$ cat src/rtl/dsm_sample_feeder.sv
// Sample feeder for the delta-sigma DAC: buffers PCM samples and replays one every OSR modulator clocks.
// Latency: a sample popped on a tick appears on data_o one cycle after sample_tick_o; +1 sample period with interpolation.
// Backpressure: s_ready_o is low in IDLE or when the FIFO is full. Optional macro DSM_FEEDER_INTERP_EN enables linear interpolation.
module dsm_sample_feeder #(
    parameter int DATA_WIDTH = 8,
    parameter int OSR        = 64,
    parameter int FIFO_DEPTH = 4,
    parameter int PREFILL    = 2
) (
    input  logic                          clk_i,
    input  logic                          rst_i,
    input  logic                          enable_i,
    input  logic                          s_valid_i,
    output logic                          s_ready_o,
    input  logic [DATA_WIDTH-1:0]         s_data_i,
    output logic [DATA_WIDTH-1:0]         data_o,
    output logic                          sample_tick_o,
    output logic                          underrun_o,
    output logic                          underrun_sticky_o,
    output logic [$clog2(FIFO_DEPTH):0]   level_o
);

    localparam int PW = $clog2(FIFO_DEPTH);
    localparam int LW = PW + 1;
    localparam int CW = $clog2(OSR);
    localparam logic [DATA_WIDTH-1:0] MID       = {1'b1, {(DATA_WIDTH-1){1'b0}}};
    localparam logic [LW-1:0]         DEPTH_L   = LW'(FIFO_DEPTH);
    localparam logic [LW-1:0]         PREFILL_L = LW'(PREFILL);

    typedef enum logic [1:0] {
        IDLE  = 2'd0,
        PRIME = 2'd1,
        RUN   = 2'd2
    } state_t;

    state_t                state_q, state_d;
    logic [PW-1:0]         wr_ptr_q, wr_ptr_d;
    logic [PW-1:0]         rd_ptr_q, rd_ptr_d;
    logic [LW-1:0]         level_q, level_d;
    logic [CW-1:0]         phase_q, phase_d;
    logic [DATA_WIDTH-1:0] cur_q, cur_d;
    logic [DATA_WIDTH-1:0] data_q, data_d;
    logic                  tick_q, tick_d;
    logic                  underrun_q, underrun_d;
    logic                  sticky_q, sticky_d;
    logic                  push;
    logic                  pop;
    logic [DATA_WIDTH-1:0] mem_q [FIFO_DEPTH];
`ifdef DSM_FEEDER_INTERP_EN
    logic [DATA_WIDTH-1:0]        prev_q, prev_d;
    logic [CW-1:0]                interp_ph;
    logic signed [DATA_WIDTH:0]   diff;
    logic signed [DATA_WIDTH+CW+1:0] prod;
`endif

    // Ready depends only on registered state so upstream never sees a combinational loop.
    assign s_ready_o = (state_q != IDLE) && (level_q < DEPTH_L);

    // Next-state, FIFO bookkeeping and tick/underrun decisions.
    always_comb begin
        state_d    = state_q;
        wr_ptr_d   = wr_ptr_q;
        rd_ptr_d   = rd_ptr_q;
        level_d    = level_q;
        phase_d    = phase_q;
        cur_d      = cur_q;
        tick_d     = 1'b0;
        underrun_d = 1'b0;
        sticky_d   = sticky_q;
        push       = s_valid_i && s_ready_o;
        pop        = 1'b0;
`ifdef DSM_FEEDER_INTERP_EN
        prev_d     = prev_q;
`endif
        if (!enable_i || state_q == IDLE) begin
            // Dropping enable flushes everything on the same edge it takes us to IDLE.
            state_d  = enable_i ? PRIME : IDLE;
            wr_ptr_d = '0;
            rd_ptr_d = '0;
            level_d  = '0;
            phase_d  = '0;
            cur_d    = MID;
            sticky_d = 1'b0;
            push     = 1'b0;
`ifdef DSM_FEEDER_INTERP_EN
            prev_d   = MID;
`endif
        end else begin
            if (state_q == PRIME) begin
                if (level_q >= PREFILL_L) begin
                    state_d = RUN;
                end
            end else begin
                phase_d = phase_q + 1'b1;
                if (phase_q == '0) begin
                    tick_d = 1'b1;
`ifdef DSM_FEEDER_INTERP_EN
                    prev_d = cur_q;
`endif
                    // An empty FIFO holds the last value; a same-cycle push is stored, not forwarded.
                    if (level_q != '0) begin
                        pop      = 1'b1;
                        rd_ptr_d = rd_ptr_q + 1'b1;
                        cur_d    = mem_q[rd_ptr_q];
                    end else begin
                        underrun_d = 1'b1;
                        sticky_d   = 1'b1;
                    end
                end
            end
            if (push) begin
                wr_ptr_d = wr_ptr_q + 1'b1;
            end
            case ({push, pop})
                2'b10:   level_d = level_q + 1'b1;
                2'b01:   level_d = level_q - 1'b1;
                default: level_d = level_q;
            endcase
        end
    end

`ifdef DSM_FEEDER_INTERP_EN
    // Interpolation runs one phase behind the counter so the first output after a tick equals prev.
    always_comb begin
        interp_ph = phase_q - 1'b1;
        diff      = $signed({1'b0, cur_q}) - $signed({1'b0, prev_q});
        prod      = diff * $signed({1'b0, interp_ph});
        data_d    = prev_q + DATA_WIDTH'(prod >>> CW);
    end
`else
    // Zero-order hold of the current sample.
    always_comb begin
        data_d = cur_q;
    end
`endif

    // Sample storage; flushing is done through the pointers so the array needs no reset.
    always_ff @(posedge clk_i) begin
        if (push) begin
            mem_q[wr_ptr_q] <= s_data_i;
        end
    end

    // State and all registered outputs.
    always_ff @(posedge clk_i or posedge rst_i) begin
        if (rst_i) begin
            state_q    <= IDLE;
            wr_ptr_q   <= '0;
            rd_ptr_q   <= '0;
            level_q    <= '0;
            phase_q    <= '0;
            cur_q      <= MID;
            data_q     <= MID;
            tick_q     <= 1'b0;
            underrun_q <= 1'b0;
            sticky_q   <= 1'b0;
`ifdef DSM_FEEDER_INTERP_EN
            prev_q     <= MID;
`endif
        end else begin
            state_q    <= state_d;
            wr_ptr_q   <= wr_ptr_d;
            rd_ptr_q   <= rd_ptr_d;
            level_q    <= level_d;
            phase_q    <= phase_d;
            cur_q      <= cur_d;
            data_q     <= data_d;
            tick_q     <= tick_d;
            underrun_q <= underrun_d;
            sticky_q   <= sticky_d;
`ifdef DSM_FEEDER_INTERP_EN
            prev_q     <= prev_d;
`endif
        end
    end

    assign data_o            = data_q;
    assign sample_tick_o     = tick_q;
    assign underrun_o        = underrun_q;
    assign underrun_sticky_o = sticky_q;
    assign level_o           = level_q;

endmodule

$ cat config.mk
export PLATFORM = sky130hd
export DESIGN_NAME = dsm_sample_feeder
export DESIGN_NICKNAME = d
export VERILOG_FILES = /design/src/rtl/dsm_sample_feeder.sv
export SDC_FILE = /design/constraint.sdc
export NUM_CORES = 1
export LEC_CHECK = 0
export BUFFER_PORTS_ARGS = -buffer_cell sky130_fd_sc_hd__buf_2
export CORE_UTILIZATION = 57
export CTS_BUF_LIST = sky130_fd_sc_hd__clkbuf_8 sky130_fd_sc_hd__clkbuf_16
export DETAILED_ROUTE_END_ITERATION = 10
export PLACE_DENSITY = 0.86
export REMOVE_ABC_BUFFERS = 1
export SETUP_SLACK_MARGIN = 0.3
export SYNTH_ARGS = -nofsm -noshare
export SYNTH_HDL_FRONTEND = slang
export SYNTH_SLANG_ARGS = --single-unit
export TNS_END_PERCENT = 5
$ cat constraint.sdc
create_clock -name clk_i -period 2.86 [get_ports clk_i]
set_clock_uncertainty 0.05 [all_clocks]
set_input_delay 0.286 -clock clk_i [delete_from_list [all_inputs] [get_ports clk_i]]
set_output_delay 0.286 -clock clk_i [all_outputs]
set_load 0.01 [all_outputs]
==> reports/summary.txt <==
number of global-route vias before repair - 1556
worst r2r src - level_o[2]
Max transition margin - 65.3%
Worst-Margin Slew - 520 ps
CTS Buf Count - 9
Util after Layout - 68.9%
via count - 1486
setup slack after layout - 665 ps
crit path buf inv count - 0
combinational share of power - 7.2%
# Post-CTS Setup Buffers - 0
I/O pin total - 27
largest family of logic cells by synthesized area - multiplexers
top post-synthesis cells by area - edfxtp_1, dfrtp_1, mux4_2
CP top delay family - simple AND/OR/NAND/NOR gates
R2R cell count - 6
# setup viols final - 0
Psw - 0.433 mW
ys flop type - edfxtp_1
Core Box Area - 4440 µm²
RSZ-0062 raised after global routing - no
Post-Synthesis Cell Area - 2680 µm²
Final ANT Viol Nets - 0
via/cell ratio - 5.59
Crit path depth - 6
Max Fclk - 456 MHz
failing checks - design-rule violations
clock root cell - clkbuf_8
largest net degree at the start of global routing - 35
Hold Fails Final Rpt - 0
crit path max fanout - 6
Residual DRC - 2
mux cell area share after synthesis - 10.1%
clk slew on worst S/H paths - 80 ps
Tmin final - 2190 ps
crit path capture - level_o[2]
flop-to-flop setup slack - 670 ps
Worst path slowest cell - or4_1
P_int - 1.47 mW
Final GP Congestion - 0.839
Pre-antenna DRT Iters - 7
Worst Hold Class - primary input to register
# rows - 24
1st-iter DRT viols - 87
syn avg cell area - 15.3 µm²
layout cells sized above 1 - 26.6%
Synth Area in Compound Gates - 3.27%
IO buf count - 26
Final #Nets - 228
status - finished with violations
Final period util - 76.7%
Simple-Gate Fraction of Synth Area - 10.0%
Final HPWL DP - 2850 µm
area growth from synthesis to layout - 14.4%
register bit total from synthesis - 66
worst setup path start - level_o[2]
clock latency on the worst-skew pair - 350 ps
Max clock buf depth - 2
IR drop worst, VDD - 0.463 mV
Yosys top cell by area - edfxtp_1
clock sink count - 66
adder-cell share of the synthesized area - 3.55%
first-pass GRT wire length - 7360 µm
Fillers - 300
clock power share - 38.5%
pre-CTS setup slack - 677 ps
CTS H-tree depth - 3
worst setup path category - register to register
RR Endpoint - level_o[2]
Critical Path End Type - register
Post-synth EDFFs - 32
die span in x - 70.6 µm
Worst EP arrival - 2420 ps
XOR/XNOR Fraction of Synth Area - 2.80%
TritonCTS clock tree - yes
Synth top area share - 35.9%
Worst Hold Slack - 102 ps
Slew Limit Fails - 0
die area - 4980 µm²
post-route setup TNS - 0 ps
antenna violations before repair - 0
register area share after synthesis - 67.7%
final wirelength - 4400 µm
crit path cell chain - or2_1 > o2111ai_2 > a21oi_1 > fa_1 > or4_1 > a31oi_1
Initial Utilization - 60.3%
leak pwr - 1.35 nW
synth warn - 0
grt total ovfl - 0
Post-synth ARST share - 51.5%
gr usage total - 20.8%
Cells after DPL - 249
switch share - 22.7%
WL/cell - 16.5 µm
Finished Layout Cells - 266
Seq pwr share - 54.4%
MaxCap Viol Count - 0
most frequent cells in the layout - dfrtp_1, edfxtp_1, buf_2, nor2_1
Synth cell types - 38
Post-Syn Instances - 175
Critical Path RT - 3080 ps
Die H - 70.6 µm
Ant. Diodes - 0
critical path's largest stage delay - 510 ps
Setup crit start kind - register
power density over cell area - 622 nW/µm²
==> sequential cells by signal (all words and copies together), names as in the netlist <==
name and count:
data_o 8, wr_ptr_q 2, mem_q 32, underrun_o 1, state_q 2, underrun_sticky_o 1
cur_q 8, rd_ptr_q 2, phase_q 6, sample_tick_o 1, level_o 3
==> per-stage QoR <==
| stage | power, mW | instance area, µm² |
|---|---|---|
| 6_report | 1.90 | 3060 |
| 5_1_grt | 1.99 | 3060 |
| 4_1_cts | 1.92 | 3060 |
| 3_5_place_dp | 1.19 | 2870 |
| 3_3_place_gp | 1.19 | 2870 |
| 2_1_floorplan | 1.14 | 2640 |
==> cell families (layout without fill, tap and decap cells) <==
family / Yosys count / after routing
xor gates and xnor gates: 7 / 7
muxes: 17 / 17
buffers and inverters: 15 / 54
AOI/OAI and AO/OA: 15 / 15
and+or+nand+nor: 48 / 48
adders and majority gates: 7 / 7
DFF: 66 / 66
==> what timing repair did <==
action | CTS | global route
gates resized for setup | 0 | 0
hold buffers | 1 | 0
endpoints found under the hold margin | 32 | 0
==> how the worst min path moves through the flow <==
| stage | from | to | depth (start not counted) |
|---|---|---|---|
| floorplan | cur_q[0] | data_o[0] | 0 |
| global route | s_data_i[2] | mem_q[2][2] | 1 |
| CTS | s_data_i[2] | mem_q[2][2] | 1 |
| global placement | cur_q[7] | data_o[7] | 0 |
| finish | s_data_i[2] | mem_q[1][2] | 1 |
| detailed placement | cur_q[7] | data_o[7] | 0 |
==> power groups by stage <==
stage               clock network, mW  registers [mW]  logic (mW)
finish                          0.732            1.04       0.137
floorplan                           0            1.05      0.0847
global placement                    0            1.05       0.132
detailed placement                  0            1.05       0.138
CTS                             0.749            1.04       0.139
global route                    0.795            1.04       0.153
==> cells in the mapped netlist (3+ instances only) <==
cell / count
dfrtp_1: 32
nor2b_1: 5
nor2_1: 16
and3_1: 5
nand3_1: 3
o21ai_0: 5
mux2i_1: 9
ha_1: 6
a21oi_1: 5
nand2_1: 3
and2_1: 3
nand4_1: 4
clkbuf_1: 4
mux4_2: 8
edfxtp_1: 32
inv_1: 7
xor2_1: 4
==> area by class of cell <==
class                   instances  area (µm²)  share of cell area (%)
flip-flops and latches         66        1810                    59.2
multi-input cells              94         802                    26.2
repair buffers                 31         170                    5.55
clock buffers                   9         124                    4.04
well taps                      52        65.1                    2.12
clock inverters                 7        62.6                    2.04
inverters                       7        26.3                   0.857
==> per-layer routing <==
metal | routed length, µm | vias to the layer above | global-route usage [%]
met3 | 224 | 6 | 9.97
li1 | - | 700 | -
met2 | 2180 | 34 | 32.8
met4 | 56 | 0 | 6.89
met5 | 0 | - | 0
met1 | 1940 | 746 | 25.8
Note: power is estimated with default switching activity, not from simulation.
